<file path="config.mk">
export PLATFORM = sky130hd
export DESIGN_NAME = serial_subtractor
export DESIGN_NICKNAME = d
export VERILOG_FILES = /design/src/rtl/serial_pkg.sv /design/src/rtl/half_subtractor.sv /design/src/rtl/serial_subtractor.sv
export SDC_FILE = /design/constraint.sdc
export NUM_CORES = 1
export LEC_CHECK = 0
export CAP_MARGIN = 20
export CORE_ASPECT_RATIO = 1.75
export CORE_MARGIN = 5
export CORE_UTILIZATION = 46
export CTS_CLUSTER_SIZE = 14
export DETAILED_ROUTE_END_ITERATION = 12
export PLACE_DENSITY_LB_ADDON = 0.05
export SLEW_MARGIN = 20
export SYNTH_ARGS = -nofsm -noshare
export SYNTH_HDL_FRONTEND = slang
export SYNTH_SLANG_ARGS = --single-unit
</file>
<file path="constraint.sdc">
create_clock -name clk -period 1.3 [get_ports clk]
set_input_delay 0.26 -clock clk [delete_from_list [all_inputs] [get_ports clk]]
set_output_delay 0.26 -clock clk [all_outputs]
set_load 0.02 [all_outputs]
</file>
<file path="src/rtl/serial_pkg.sv">
// Shared types for the bit-serial subtractor.
// State encoding and default operand width.
package serial_pkg;

  localparam int WIDTH_DEF = 8;

  typedef enum logic [1:0] {
    IDLE = 2'd0,
    RUN  = 2'd1,
    DONE = 2'd2
  } state_t;

endpackage

</file>
<file path="src/rtl/half_subtractor.sv">
// One-bit half subtractor: difference and borrow out.
// Two of these plus an OR form a full subtractor bit.
module half_subtractor (
  input  logic a,
  input  logic b,
  output logic d,
  output logic bo
);

  assign d  = a ^ b;
  assign bo = ~a & b;

endmodule

</file>
<file path="src/rtl/serial_subtractor.sv">
// Bit-serial a-b, LSB first, one bit per RUN cycle.
// Define SERIAL_SUBTRACTOR_OVF_EN to add the signed overflow output ovf.
module serial_subtractor
  import serial_pkg::*;
#(
  parameter int WIDTH = WIDTH_DEF
) (
  input  logic             clk,
  input  logic             rst,
  input  logic             start,
  input  logic [WIDTH-1:0] a,
  input  logic [WIDTH-1:0] b,
  output logic             busy,
  output logic             done,
  output logic [WIDTH-1:0] d,
  output logic             borrow
`ifdef SERIAL_SUBTRACTOR_OVF_EN
  ,
  output logic             ovf
`endif
);

  localparam int CW = (WIDTH > 1) ? $clog2(WIDTH) : 1;

  state_t           state;
  state_t           state_n;
  logic [WIDTH-1:0] a_sh;
  logic [WIDTH-1:0] b_sh;
  logic [WIDTH-2:0] res;
  logic [CW-1:0]    cnt;
  logic             bin;
  logic             d1;
  logic             bo1;
  logic             dbit;
  logic             bo2;
  logic             bout;
  logic             last;
  logic [WIDTH-1:0] nxt;

  half_subtractor u_hs1 (
    .a  (a_sh[0]),
    .b  (b_sh[0]),
    .d  (d1),
    .bo (bo1)
  );

  half_subtractor u_hs2 (
    .a  (d1),
    .b  (bin),
    .d  (dbit),
    .bo (bo2)
  );

  assign bout = bo1 | bo2;
  assign nxt  = {dbit, res};
  assign last = (cnt == CW'(WIDTH - 1));

  always_comb begin
    state_n = state;
    busy    = 1'b0;
    done    = 1'b0;
    unique case (state)
      IDLE: begin
        if (start) state_n = RUN;
      end
      RUN: begin
        busy = 1'b1;
        if (last) state_n = DONE;
      end
      DONE: begin
        done    = 1'b1;
        state_n = IDLE;
      end
      default: state_n = IDLE;
    endcase
  end

  always_ff @(posedge clk) begin
    if (rst) state <= IDLE;
    else     state <= state_n;
  end

  // res holds the WIDTH-1 low bits; the last bit goes straight into d.
  always_ff @(posedge clk) begin
    if (rst) begin
      a_sh   <= '0;
      b_sh   <= '0;
      res    <= '0;
      cnt    <= '0;
      bin    <= 1'b0;
      d      <= '0;
      borrow <= 1'b0;
`ifdef SERIAL_SUBTRACTOR_OVF_EN
      ovf    <= 1'b0;
`endif
    end else if (state == IDLE && start) begin
      a_sh <= a;
      b_sh <= b;
      bin  <= 1'b0;
      cnt  <= '0;
    end else if (state == RUN) begin
      a_sh <= a_sh >> 1;
      b_sh <= b_sh >> 1;
      bin  <= bout;
      res  <= nxt[WIDTH-1:1];
      cnt  <= cnt + CW'(1);
      if (last) begin
        d      <= nxt;
        borrow <= bout;
`ifdef SERIAL_SUBTRACTOR_OVF_EN
        // a_sh[0]/b_sh[0] are the operand sign bits on the last step.
        ovf    <= (a_sh[0] ^ b_sh[0]) & (dbit ^ a_sh[0]);
`endif
      end
    end
  end

endmodule

</file>
==> reports/qor.yml, run 1 <==
run_status:
  status: "finished with violations"
  violations: "negative setup slack"
power_and_ir_drop:
  peakVddDrop_v: 0.00174
  p_int_w: 0.00226
  power_frac_comb: 0.149
  power_w: 0.00290
  p_sw_frac: 0.221
  leakage_nw: 0.855
  p_sw_w: 0.000641
  pwr-share-seq: 0.431
  p_clk_frac: 0.420
  power_density_nw_per_um2: 1260
timing:
  fmax_mhz: 758
  fin_crit_ns: 1.32
  slew_headroom: 0.846
  clock_skew_ns: 0.00555
  worst_pin_slew_ns: 0.230
  finalSetupViolations: 9
  rsz0062_at_grt: "yes"
  hold_viol_final: 0
  slew_violations: 0
  whs_ns: 0.454
  fin_ws_ns: -0.0197
  min_period_over_period: 1.02
placement:
  hpwl_um: 2420
  gp_congestion: 0.755
  io_buffers: 29
  place_area_um2: 1990
finish:
  final_core_util: 0.675
  syn2layout_area_growth_pct: 41.3
  nFillCells: 308
  design_area_um2: 2290
  finalNetCount: 246
  antennaDiodeCount: 0
  drive_above_1_share: 0.267
synth:
  synth_common_cells: "38 x dfxtp_1, 36 x nand2_1, 32 x a21oi_1"
  ys_top_cells_by_area: "dfxtp_1 47%, a21oi_1 9.9%, nand2_1 8.3%"
  synth_fp_nets: 208
  synth.area.mux_share: 0.0123
  synth_area_um2: 1620
  synth_simple_gate_area_frac: 0.223
  synthXorXnorAreaFrac: 0.00539
  synth_top_family_by_area: "simple AND/OR/NAND/NOR gates"
  yosysTopAreaCell: "dfxtp_1"
  synth-main-ff-cell: "dfxtp_1"
  ys_ff_latch: 38
  synth_top_area_share: 0.468
  synthArstFlopShare: 0
  avgSynthCellArea_um2: 8.73
  synthDistinctLibCells: 31
  ys.warnings.count: 0
  synth_enable_flop_cells: 0
  synthCells: 186
  yosysMostFrequentCell: "dfxtp_1"
  synth-compound-area-share: 0.195
  seq_area_frac_synth: 0.468
  synthAdderAreaFrac: 0.0277
clocking:
  cts_tree: "yes"
  clk_path_buf_depth: 2
  clk_latency_ns: 0.28
  numCtsBuffers: 5
  clk_pin_slew_ns: 0.07
  cts_root_buffer: "clkbuf_8"
  htree_levels: 2
  clock_sinks: 38
  hold_buffers: 0
global_routing:
  gr-usage-all-layers: 0.172
  grt_overflow_total: 0
  grt_pass1_wl_um: 6070
  grt_pass1_vias: 1409
  grt_max_degree: 39
  antenna_found_initial: 0
setup_path:
  start_kind: "flip-flop"
  cp-end-kind: "flip-flop"
  cp_max_fo: 8
  critPathArrivalTime_ns: 1.49
  critPathRequiredTime_ns: 1.47
  crit_type: "reg2reg"
detailed_routing:
  wl_per_cell_um: 13.8
  wl_met2_um: 2090
  vias_per_cell: 5.21
  top_layer_used: "met4"
  routed_wl_um: 3720
  wl_met1_um: 1440
  dr.pass1.iters: 6
  wl_met3_um: 146
  vias: 1407
  ant_nets: 0
  drt_iter0_markers: 18
  drc_errors: 0
floorplan:
  rows: 28
  io_pins: 30
  core_area_um2: 3400
  die_w_um: 54.9
  initial_utilization: 0.478
  die_area_um2: 4870
  die_h_um: 88.6
hold_path:
  hold_class: "reg2reg"
run:
  drv_cap: 0
-- cell usage in the layout (no fill, tap or decap), drive strengths merged --
cell type,instances
dfxtp,38
nand2,36
a21oi,32
clkdlybuf4s50,17
nor2,17
buf,17
a211oi,12
nand3,10
dlygate4sd2,10
clkbuf,7
nor3,5
inv,3
nand2b,3
or3b,3
mux2i,2
bufinv,2
ha,2
nor2b,1
nand3b,1
a311oi,1
nor3b,1
a2111oi,1
o21a,1
o21ba,1
xnor2,1
fa,1
-- area by class of cell --
type / instances / area, um2 / share of cell area
inverter: 3 / 16.3 / 0.00709
timing repair buffer: 45 / 492 / 0.214
clock buffer: 6 / 82.6 / 0.0360
tap: 45 / 56.3 / 0.0245
sequential: 38 / 767 / 0.334
clock inverter: 2 / 60.1 / 0.0262
multi-input combinational: 131 / 821 / 0.358
-- sequential cells by signal (all words and copies together) (netlist names) --
register	cells
state	2
cnt	3
bin	1
d	8
a_sh	8
b_sh	8
res	7
borrow	1
-- through the flow --
stage               cells  setup slack (ns)  setup TNS, ns
detailed placement    257            -0.378          -6.50
finish                270           -0.0197        -0.0875
global route          270           -0.0626         -0.629
global placement      257            -0.318          -5.54
CTS                   269           -0.0279         -0.172
floorplan             186           -0.0146        -0.0685
-- critical path, stage by stage, from the launching register on --
cell	delay, ns
dfxtp_2	0.35
buf_6	0.13
or3b_4	0.42
buf_8	0.16
nand3_1	0.08
a21oi_1	0.07
-- power by group through the flow --
| stage | logic, W | registers, W | clock network, W |
|---|---|---|---|
| finish | 0.000431 | 0.00125 | 0.00122 |
| detailed placement | 0.000345 | 0.00128 | 0 |
| CTS | 0.000395 | 0.00125 | 0.00125 |
| global route | 0.000469 | 0.00126 | 0.00131 |
| global placement | 0.000332 | 0.00128 | 0 |
| floorplan | 0.000243 | 0.00127 | 0 |
-- logic make-up after synthesis --
group | after synthesis
AOI/OAI and AO/OA | 48
buffers and inverters | 17
DFF | 38
adders and majority gates | 3
and+or+nand+nor | 77
muxes | 2
xor gates and xnor gates | 1
-- timing repair --
action,4_1_cts,5_1_grt
cloned,1,1
resized for setup,44,14
setup endpoints to repair,36,29
buffers inserted,3,0
hold endpoints to repair,0,0
pin swaps,1,2
-- layer usage --
metal	vias up	GRT usage
met5	-	0
met1	662	0.173
li1	712	-
met3	4	0.0455
met2	29	0.315
met4	0	0.0730
-- worst paths after layout --
check / slack, ns / endpoint / cells past startpoint / from
max: -0.02 / b_sh[7] / 5 / state[1]
min: 0.45 / d[4] / 2 / d[4]
max reg2reg: -0.02 / b_sh[7] / 5 / state[1]
min reg2reg: 0.45 / d[4] / 2 / d[4]
No activity file was read; power rests on OpenSTA's default activity.
==> run 2, diff against run 1 <==
--- a/config.mk
+++ b/config.mk
@@ -6,9 +6,11 @@
 export NUM_CORES = 1
 export LEC_CHECK = 0
 export CAP_MARGIN = 20
+export CELL_PAD_IN_SITES_DETAIL_PLACEMENT = 1
+export CELL_PAD_IN_SITES_GLOBAL_PLACEMENT = 1
 export CORE_ASPECT_RATIO = 1.75
 export CORE_MARGIN = 5
-export CORE_UTILIZATION = 46
+export CORE_UTILIZATION = 34
 export CTS_CLUSTER_SIZE = 14
 export DETAILED_ROUTE_END_ITERATION = 12
 export PLACE_DENSITY_LB_ADDON = 0.05
==> run 2 against run 1 <==
Against the previous run: the run still ends with negative setup slack left; sequential power hardly changed; non-clock buffer count is 6 higher; core utilization is 14 points lower; worst hold slack better by 0.0011 ns; sequential share of layout area is 2.7 points lower; clock skew is 0.0019 ns lower; sequential cell count stayed put; first-iteration DRC count is 50% higher; highest routed layer unchanged; clock power hardly changed; largest power group unchanged; fmax is 0.84% lower; largest cell class unchanged.
==> reports/qor.yml, run 2 (same netlist as run 1, synthesis figures left out) <==
placement:
  gp_congestion: 0.708
  io_buffers: 29
  hpwl_um: 2800
setup_path:
  critPathRequiredTime_ns: 1.48
  reg2reg_from: "state[0]"
  ff2ff_path_depth: 5
  cp-end-kind: "flip-flop"
  cp_max_fo: 8
  start_kind: "flip-flop"
  crit_type: "reg2reg"
  worstSetupStartpoint: "state[0]"
  critPathArrivalTime_ns: 1.51
  r2r-end: "a_sh[6]"
  cp-endpoint: "a_sh[6]"
  reg2reg_slack_ns: -0.03
detailed_routing:
  vias_per_cell: 5.26
  wl_per_cell_um: 16.2
  routed_wl_um: 4590
  drc_errors: 0
  drt_iter0_markers: 27
  vias: 1488
  ant_nets: 0
  dr.pass1.iters: 4
floorplan:
  die_area_um2: 6310
  initial_utilization: 0.348
  rows: 33
  core_area_um2: 4670
  die_w_um: 62.2
  die_h_um: 101
  io_pins: 30
finish:
  drive_above_1_share: 0.420
  syn2layout_area_growth_pct: 54.2
  final_common_cell: "dfxtp_1"
  antennaDiodeCount: 0
  final_core_util: 0.537
  finalNetCount: 252
  reg.largest.list: "a_sh (8), b_sh (8), d (8)"
  layout_common_cells: "32 x dfxtp_1, 29 x nand2_1, 17 x a21oi_2, 17 x clkdlybuf4s50_1, 14 x a21oi_1"
run_status:
  violations: "negative setup slack"
  status: "finished with violations"
clocking:
  cts_tree: "yes"
  clock_sinks: 38
  htree_levels: 2
  hold_buffers: 0
  clk_latency_ns: 0.29
  numCtsBuffers: 5
  clk_pin_slew_ns: 0.08
  cts_root_buffer: "clkbuf_8"
  clk_path_buf_depth: 2
timing:
  rsz0062_at_grt: "yes"
  finalSetupViolations: 12
  slew_violations: 0
  hold_viol_final: 0
  worst_pin_slew_ns: 0.338
  clock_skew_ns: 0.00369
  fin_crit_ns: 1.33
  fin_ws_ns: -0.0309
  whs_ns: 0.455
  slew_headroom: 0.774
  min_period_over_period: 1.02
  fmax_mhz: 751
power_and_ir_drop:
  power_density_nw_per_um2: 1190
  p_clk_frac: 0.415
  pwr-share-seq: 0.422
  p_int_w: 0.00228
  power_w: 0.00299
  power_frac_comb: 0.163
  peakVddDrop_v: 0.000937
  leakage_nw: 0.909
  p_sw_frac: 0.237
  p_sw_w: 0.000710
global_routing:
  gr-usage-all-layers: 0.144
  grt_pass1_vias: 1572
  antenna_found_initial: 0
  grt_max_degree: 35
  grt_pass1_wl_um: 7290
  grt_overflow_total: 0
hold_path:
  hold_class: "reg2reg"
  holdPathStages: 2
run:
  drv_cap: 0
==> run 2: changes by cell type in the layout (fill, tap and decap cells not counted), sizes merged <==
cell | previous run | this run
buf | 17 | 23
==> run 2: power by group through the flow <==
stage | sequential [W] | combinational [W] | clock [W]
floorplan | 0.00127 | 0.000243 | 0
global placement | 0.00128 | 0.000348 | 0
detailed placement | 0.00128 | 0.000360 | 0
CTS | 0.00126 | 0.000447 | 0.00128
global route | 0.00127 | 0.000530 | 0.00132
finish | 0.00126 | 0.000489 | 0.00124
==> run 2: timing repair <==
action / in CTS / in global routing
endpoints found under the setup margin: 36 / 32
pin swaps: 10 / 21
gates cloned: 2 / 1
resized for setup: 52 / 47
buffers inserted: 3 / 3
==> run 2: worst max-delay path, cell delays in order, from the launching register on <==
cell,delay (ns)
dfxtp_4,0.37
buf_6,0.13
or3b_4,0.41
buf_12,0.17
nor2_2,0.09
a211oi_2,0.05
==> run 2: metrics by stage <==
| stage | area (um2) | worst slack (ns) | TNS, ns | instances |
|---|---|---|---|---|
| finish | 2500 | -0.0309 | -0.217 | 283 |
| global route | 2500 | -0.0977 | -1.07 | 283 |
| CTS | 2330 | -0.0948 | -0.744 | 281 |
| detailed placement | 2030 | -0.385 | -6.99 | 268 |
| global placement | 2030 | -0.326 | -6.20 | 268 |
| floorplan | 1620 | -0.0146 | -0.0685 | 186 |
==> run 2: area by class of cell <==
| class | count | area (um2) |
|---|---|---|
| Clock inverter | 2 | 60.1 |
| Timing Repair Buffer | 51 | 538 |
| Fill cell | 542 | 2160 |
| Multi-Input combinational cell | 131 | 977 |
| Sequential cell | 38 | 771 |
| Clock buffer | 6 | 82.6 |
| Inverter | 3 | 11.3 |
| Tap cell | 52 | 65.1 |
==> run 2: metal layers <==
metal | routed length (um) | track usage
met5 | 0 | 0
met3 | 130 | 0.0289
met4 | 91 | 0.0701
met1 | 1600 | 0.137
met2 | 2770 | 0.285
==> run 2: worst min-delay path by stage <==
stage | startpoint | to | slack, ns
2_1_floorplan | a[7] | a_sh[7] | 0.40
3_3_place_gp | res[0] | res[0] | 0.44
3_5_place_dp | d[3] | d[3] | 0.45
4_1_cts | d[3] | d[3] | 0.46
5_1_grt | d[2] | d[2] | 0.48
6_report | d[1] | d[1] | 0.45
